==> config.mk <==
export PLATFORM = sky130hd
export DESIGN_NAME = trng_harvest_fifo
export DESIGN_NICKNAME = d
export VERILOG_FILES = /design/src/rtl/trng_harvest_fifo.sv
export SDC_FILE = /design/constraint.sdc
export NUM_CORES = 1
export LEC_CHECK = 0
export CELL_PAD_IN_SITES_DETAIL_PLACEMENT = 1
export CELL_PAD_IN_SITES_GLOBAL_PLACEMENT = 2
export CORE_MARGIN = 10
export CORE_UTILIZATION = 46
export DETAILED_ROUTE_END_ITERATION = 7
export GPL_ROUTABILITY_DRIVEN = 1
export PLACE_DENSITY = 0.8
export SLEW_MARGIN = 40
export SYNTH_ARGS = -nofsm -noshare
export SYNTH_HDL_FRONTEND = slang
export SYNTH_SLANG_ARGS = --single-unit
==> constraint.sdc <==
create_clock -name clk -period 5.7 [get_ports clk]
set_input_delay 0.855 -clock clk [delete_from_list [all_inputs] [get_ports clk]]
set_output_delay 0.855 -clock clk [all_outputs]
set_load 0.02 [all_outputs]
==> src/rtl/trng_harvest_fifo.sv <==
// TRNG harvester: optional von Neumann debias, MSB-first word packing, FWFT word FIFO
// and a repetition-count health test on the raw sample stream.
module trng_harvest_fifo #(
  parameter int unsigned WIDTH      = 32,
  parameter int unsigned DEPTH_LOG2 = 3,
  parameter int unsigned REP_LIMIT  = 34
) (
  input  logic                  clk,
  input  logic                  rst,
  input  logic                  en,
  input  logic                  sample_valid,
  input  logic                  sample_bit,
  input  logic                  debias_en,
  input  logic                  rd_en,
  output logic [WIDTH-1:0]      rd_data,
  output logic                  rd_valid,
  output logic [DEPTH_LOG2:0]   level,
  output logic                  overflow,
  output logic                  health_fail,
  input  logic                  clr_flags
);

  localparam int unsigned CntW  = $clog2(WIDTH);
  localparam int unsigned Depth = 2 ** DEPTH_LOG2;
  localparam int unsigned LvlW  = DEPTH_LOG2 + 1;
  localparam int unsigned RepW  = 10;

  typedef enum logic {StNoFirst, StHaveFirst} pair_st_e;

  pair_st_e               state_q, state_d;
  logic                   b0_q, b0_d;
  logic [WIDTH-1:0]       shreg_q;
  logic [CntW-1:0]        cnt_q;
  logic [WIDTH-1:0]       mem_q [Depth];
  logic [DEPTH_LOG2-1:0]  wr_ptr_q, rd_ptr_q;
  logic [LvlW-1:0]        level_q;
  logic                   overflow_q, health_fail_q;
  logic [RepW-1:0]        rep_q, rep_d;
  logic                   last_q;

  logic             accept, emit, emit_bit, push, pop, full, wr_ok, rep_hit;
  logic [WIDTH-1:0] word;

  assign accept = en & sample_valid;

  // Pair FSM: next state and debiased emit
  always_comb begin
    state_d  = state_q;
    b0_d     = b0_q;
    emit     = 1'b0;
    emit_bit = sample_bit;
    if (!en || !debias_en) begin
      state_d = StNoFirst;
    end
    if (accept) begin
      if (!debias_en) begin
        emit = 1'b1;
      end else begin
        case (state_q)
          StNoFirst: begin
            state_d = StHaveFirst;
            b0_d    = sample_bit;
          end
          StHaveFirst: begin
            state_d  = StNoFirst;
            emit     = (b0_q != sample_bit);
            emit_bit = b0_q;
          end
          default: state_d = StNoFirst;
        endcase
      end
    end
  end

  always_ff @(posedge clk) begin
    if (rst) begin
      state_q <= StNoFirst;
      b0_q    <= 1'b0;
    end else begin
      state_q <= state_d;
      b0_q    <= b0_d;
    end
  end

  // Packer: the emit that completes a word writes it straight to the FIFO
  assign word = {shreg_q[WIDTH-2:0], emit_bit};
  assign push = emit && (cnt_q == CntW'(WIDTH - 1));

  always_ff @(posedge clk) begin
    if (rst) begin
      shreg_q <= '0;
      cnt_q   <= '0;
    end else if (!en) begin
      cnt_q <= '0;
    end else if (emit) begin
      shreg_q <= word;
      cnt_q   <= push ? '0 : cnt_q + CntW'(1);
    end
  end

  // FIFO
  assign full     = (level_q == LvlW'(Depth));
  assign rd_valid = (level_q != '0);
  assign pop      = rd_en & rd_valid;
  // A pop in the same cycle frees the slot a full FIFO needs
  assign wr_ok    = push & (~full | pop);
  assign rd_data  = rd_valid ? mem_q[rd_ptr_q] : '0;
  assign level    = level_q;
  assign overflow = overflow_q;

  always_ff @(posedge clk) begin
    if (wr_ok) begin
      mem_q[wr_ptr_q] <= word;
    end
  end

  always_ff @(posedge clk) begin
    if (rst) begin
      wr_ptr_q   <= '0;
      rd_ptr_q   <= '0;
      level_q    <= '0;
      overflow_q <= 1'b0;
    end else begin
      if (wr_ok) wr_ptr_q <= wr_ptr_q + DEPTH_LOG2'(1);
      if (pop)   rd_ptr_q <= rd_ptr_q + DEPTH_LOG2'(1);
      case ({wr_ok, pop})
        2'b10:   level_q <= level_q + LvlW'(1);
        2'b01:   level_q <= level_q - LvlW'(1);
        default: level_q <= level_q;
      endcase
      if (clr_flags) begin
        overflow_q <= 1'b0;
      end else if (push && full && !pop) begin
        overflow_q <= 1'b1;
      end
    end
  end

  // Repetition-count health test on raw accepted bits
  always_comb begin
    rep_d = rep_q;
    if (accept) begin
      if (rep_q == '0 || sample_bit != last_q) begin
        rep_d = RepW'(1);
      end else if (rep_q != RepW'(REP_LIMIT)) begin
        rep_d = rep_q + RepW'(1);
      end
    end
  end

  assign rep_hit     = accept && (rep_d == RepW'(REP_LIMIT));
  assign health_fail = health_fail_q;

  always_ff @(posedge clk) begin
    if (rst) begin
      rep_q         <= '0;
      last_q        <= 1'b0;
      health_fail_q <= 1'b0;
    end else begin
      if (accept) last_q <= sample_bit;
      if (clr_flags) begin
        rep_q         <= '0;
        health_fail_q <= 1'b0;
      end else begin
        rep_q <= rep_d;
        if (rep_hit) health_fail_q <= 1'b1;
      end
    end
  end

endmodule
==> metrics.txt <==
IR drop worst, VDD=0.000204 V; share of power burned in combinational logic=0.008; max-cap check violation count=0; top cells by instance count after synthesis=edfxtp_1, nand2_1, dfxtp_1, mux4_2, nor2_1; initial antenna violation count=0; Sw Pwr=903 uW; Final WS setup=1.66 ns; status=finished, final reports clean; setup tns final=0 ns; Fmax achieved=around 250 MHz; # IOs=47; floorplan row count=60; Synth cell types=49; simple-gate share of the synthesized area=0.0676; total global-route track usage=0.166; synth top area cells=edfxtp_1, mux4_2, dfxtp_1, mux2i_1, nand2_1; first-pass GRT wire length=43.6 mm; via count=between 6,000 and 7,000; main combinational cell family by area after synthesis=multiplexers; CP Capture Type=output pin; synthesis-to-finish area growth=16.8%; post-cts resize count=0; Die Ht=185 um; Final setup viols=0; area share of the largest cell type after synthesis=0.615; vias in the first global route=roughly 7,500; share of layout cells above drive strength 1=0.183; core box area=26,900 um2; Setup Skew=0.0261 ns; nets=835; #FFs+latches synth=320; RR Startpoint=cnt_q[0]; post-layout instance area=around 15,000 um2; Final Hold Vio Count=0; Startpoint Class=flip-flop; cts hold-fix bufs=0; dominant cell type by area after synthesis=edfxtp_1; initial core utilization=0.465; static leakage=0.00469 uW; crit path kind=reg2out; Switching Share=0.195; largest net degree at the start of global routing=approximately 50; H-tree Lvls=2; Worst slew margin=0.507; Tmin final=slightly above 4 ns; CP Buf/Inv Count=2; drt total wl=between 20 and 30 mm; CTS buffer count=35; CTS tree=built; Syn Nets=773; Synth Area in XOR/XNOR=0.0105; Placer Congestion=0.885; Die W=185 um; Synth Area in Adders=0.0116; worst slack, placed=between 1 and 1.5 ns; part of the power in registers=0.537; DIE AREA=between 30,000 and 40,000 um2; pins over their slew limit=0; DR pass1 iterations=5; Primary FF master, synth=edfxtp_1; CP Cell Sequence=buf_4 > mux4_2 > mux2i_1 > nor2_1 > clkdlybuf4s50_1; sequential share of the synthesized area=0.717; input/output buffers=46; Compound-Gate Fraction of Synth Area=0.0313; Synth warnings=0; area of the multi-input gates=3410 um2; fill cell count=2,481; Final HPWL DP=16.7 mm; worst hold path type=reg2reg; CP max-delay cell=dfxtp_4; Reg area=8970 um2; Worst Max-Slew Pin Slew=0.738 ns; Avg Synthesized Cell Area=16.6 um2; First DRT Iteration DRCs=462; count of flip-flops with a built-in enable after synthesis=256; mux cell area share after synthesis=0.146; Post-CTS Setup Inserts=0; diode count=0; CP max stage delay=0.69 ns; CTS max path bufs=3; unrepaired setup endpoints after global routing=no; critical path required time=4.85 ns; CTS root buf=clkbuf_16; later-pin clock latency in the skew report=between 0.5 and 0.6 ns; Vias per Instance=roughly 5.6; P per Cell Area=318 nW/um2; Final Cycle Share=0.709; Top delay family on crit path=buffers and inverters; most numerous cell in the Yosys netlist=edfxtp_1; Avg WL per Cell=23.2 um; Reg clk slew, reported paths=approximately 0.06 ns; Cell Area, Synth=12,500 um2; internal power=3740 uW; Post-Syn Instances=roughly 750; Antenna Nets Post-Route=0; Arrival @ worst endpoint=3.18 ns; crit-path max FO=26; DRC violations left=0; Clk network pwr share=0.455; GRT overflow=0; Async SR Flop Fraction=0; min-delay src=cnt_q[4]; post-layout util=0.543; clock sinks=320; DP Area=13,500 um2
[per-layer routing]
layer / part of all wire / global-route usage
met5: 0 / 0
met4: 0.013 / 0.0397
met3: 0.042 / 0.0337
met2: 0.53 / 0.294
met1: 0.42 / 0.204
[tightest hold or removal path, cell delays in order, from the launching register on]
cell and delay (ns):
dfxtp_1 0.31, nand2_1 0.05, a21oi_1 0.05
[metrics by stage]
step / hold WS, ns / total power (uW) / std cells
6_report: 0.463 / 4640 / 1183
5_1_grt: 0.494 / 4800 / 1183
4_1_cts: 0.460 / 4680 / 1183
3_5_place_dp: 0.452 / 2580 / 1120
3_3_place_gp: 0.449 / 2570 / 1114
2_1_floorplan: 0.436 / 2560 / 754
[flip-flops by register name, indices dropped and copies added (netlist names), named ones only]
signal       cells
wr_ptr_q         3
state_q          1
shreg_q         31
health_fail      1
last_q           1
level            4
rd_ptr_q         3
cnt_q            5
overflow         1
b0_q             1
mem_q          256
rep_q           10
[layout by cell type (no fill, tap or decap), types with 6 or more instances in the layout]
cell / Yosys / final
a21oi_1: 45 / 45
clkdlybuf4s50_1: 0 / 45
clkbuf_16: 0 / 35
nor2_1: 64 / 57
xnor2_1: 7 / 7
nand2_1: 76 / 76
dfxtp_1: 64 / 61
mux4_2: 64 / 64
mux2i_1: 36 / 36
clkinv_2: 0 / 7
xor2_1: 8 / 8
nand3_1: 7 / 7
inv_1: 9 / 9
buf_4: 0 / 14
ha_1: 10 / 10
clkbuf_1: 24 / 10
edfxtp_1: 256 / 256
nor2_4: 0 / 6
o21ai_0: 6 / 6
[cell type report]
class	count	share of cell area
clock buffer	49	0.0663
clock inverter	14	0.00754
inverter	9	0.00231
multi-input combinational	385	0.233
sequential	320	0.615
tap	341	0.0292
timing repair buffer	65	0.0468
[path summary, 6_finish.rpt]
| path | to | slack [ns] | depth (start not counted) |
|---|---|---|---|
| worst min register to register | cnt_q[4] | 0.46 | 2 |
| worst min-delay path | cnt_q[4] | 0.46 | 2 |
| worst max register to register | level[3] | 2.20 | 12 |
| worst max-delay path | rd_data[29] | 1.66 | 5 |
[power groups by stage]
| stage | sequential, uW | combinational [uW] | clock (uW) |
|---|---|---|---|
| after floorplan | 2540 | 21.0 | 0 |
| after global placement | 2540 | 34.0 | 0 |
| after detailed placement | 2540 | 35.9 | 0 |
| after CTS | 2490 | 36.2 | 2160 |
| after global routing | 2490 | 39.9 | 2270 |
| final | 2490 | 35.9 | 2110 |
[logic make-up after synthesis]
family,Yosys count
DFF,320
adders and majority gates,11
and+or+nand+nor,188
xor gates and xnor gates,15
AOI/OAI and AO/OA,69
muxes,102
buffers and inverters,49
No activity file was read; power rests on OpenSTA's default activity.
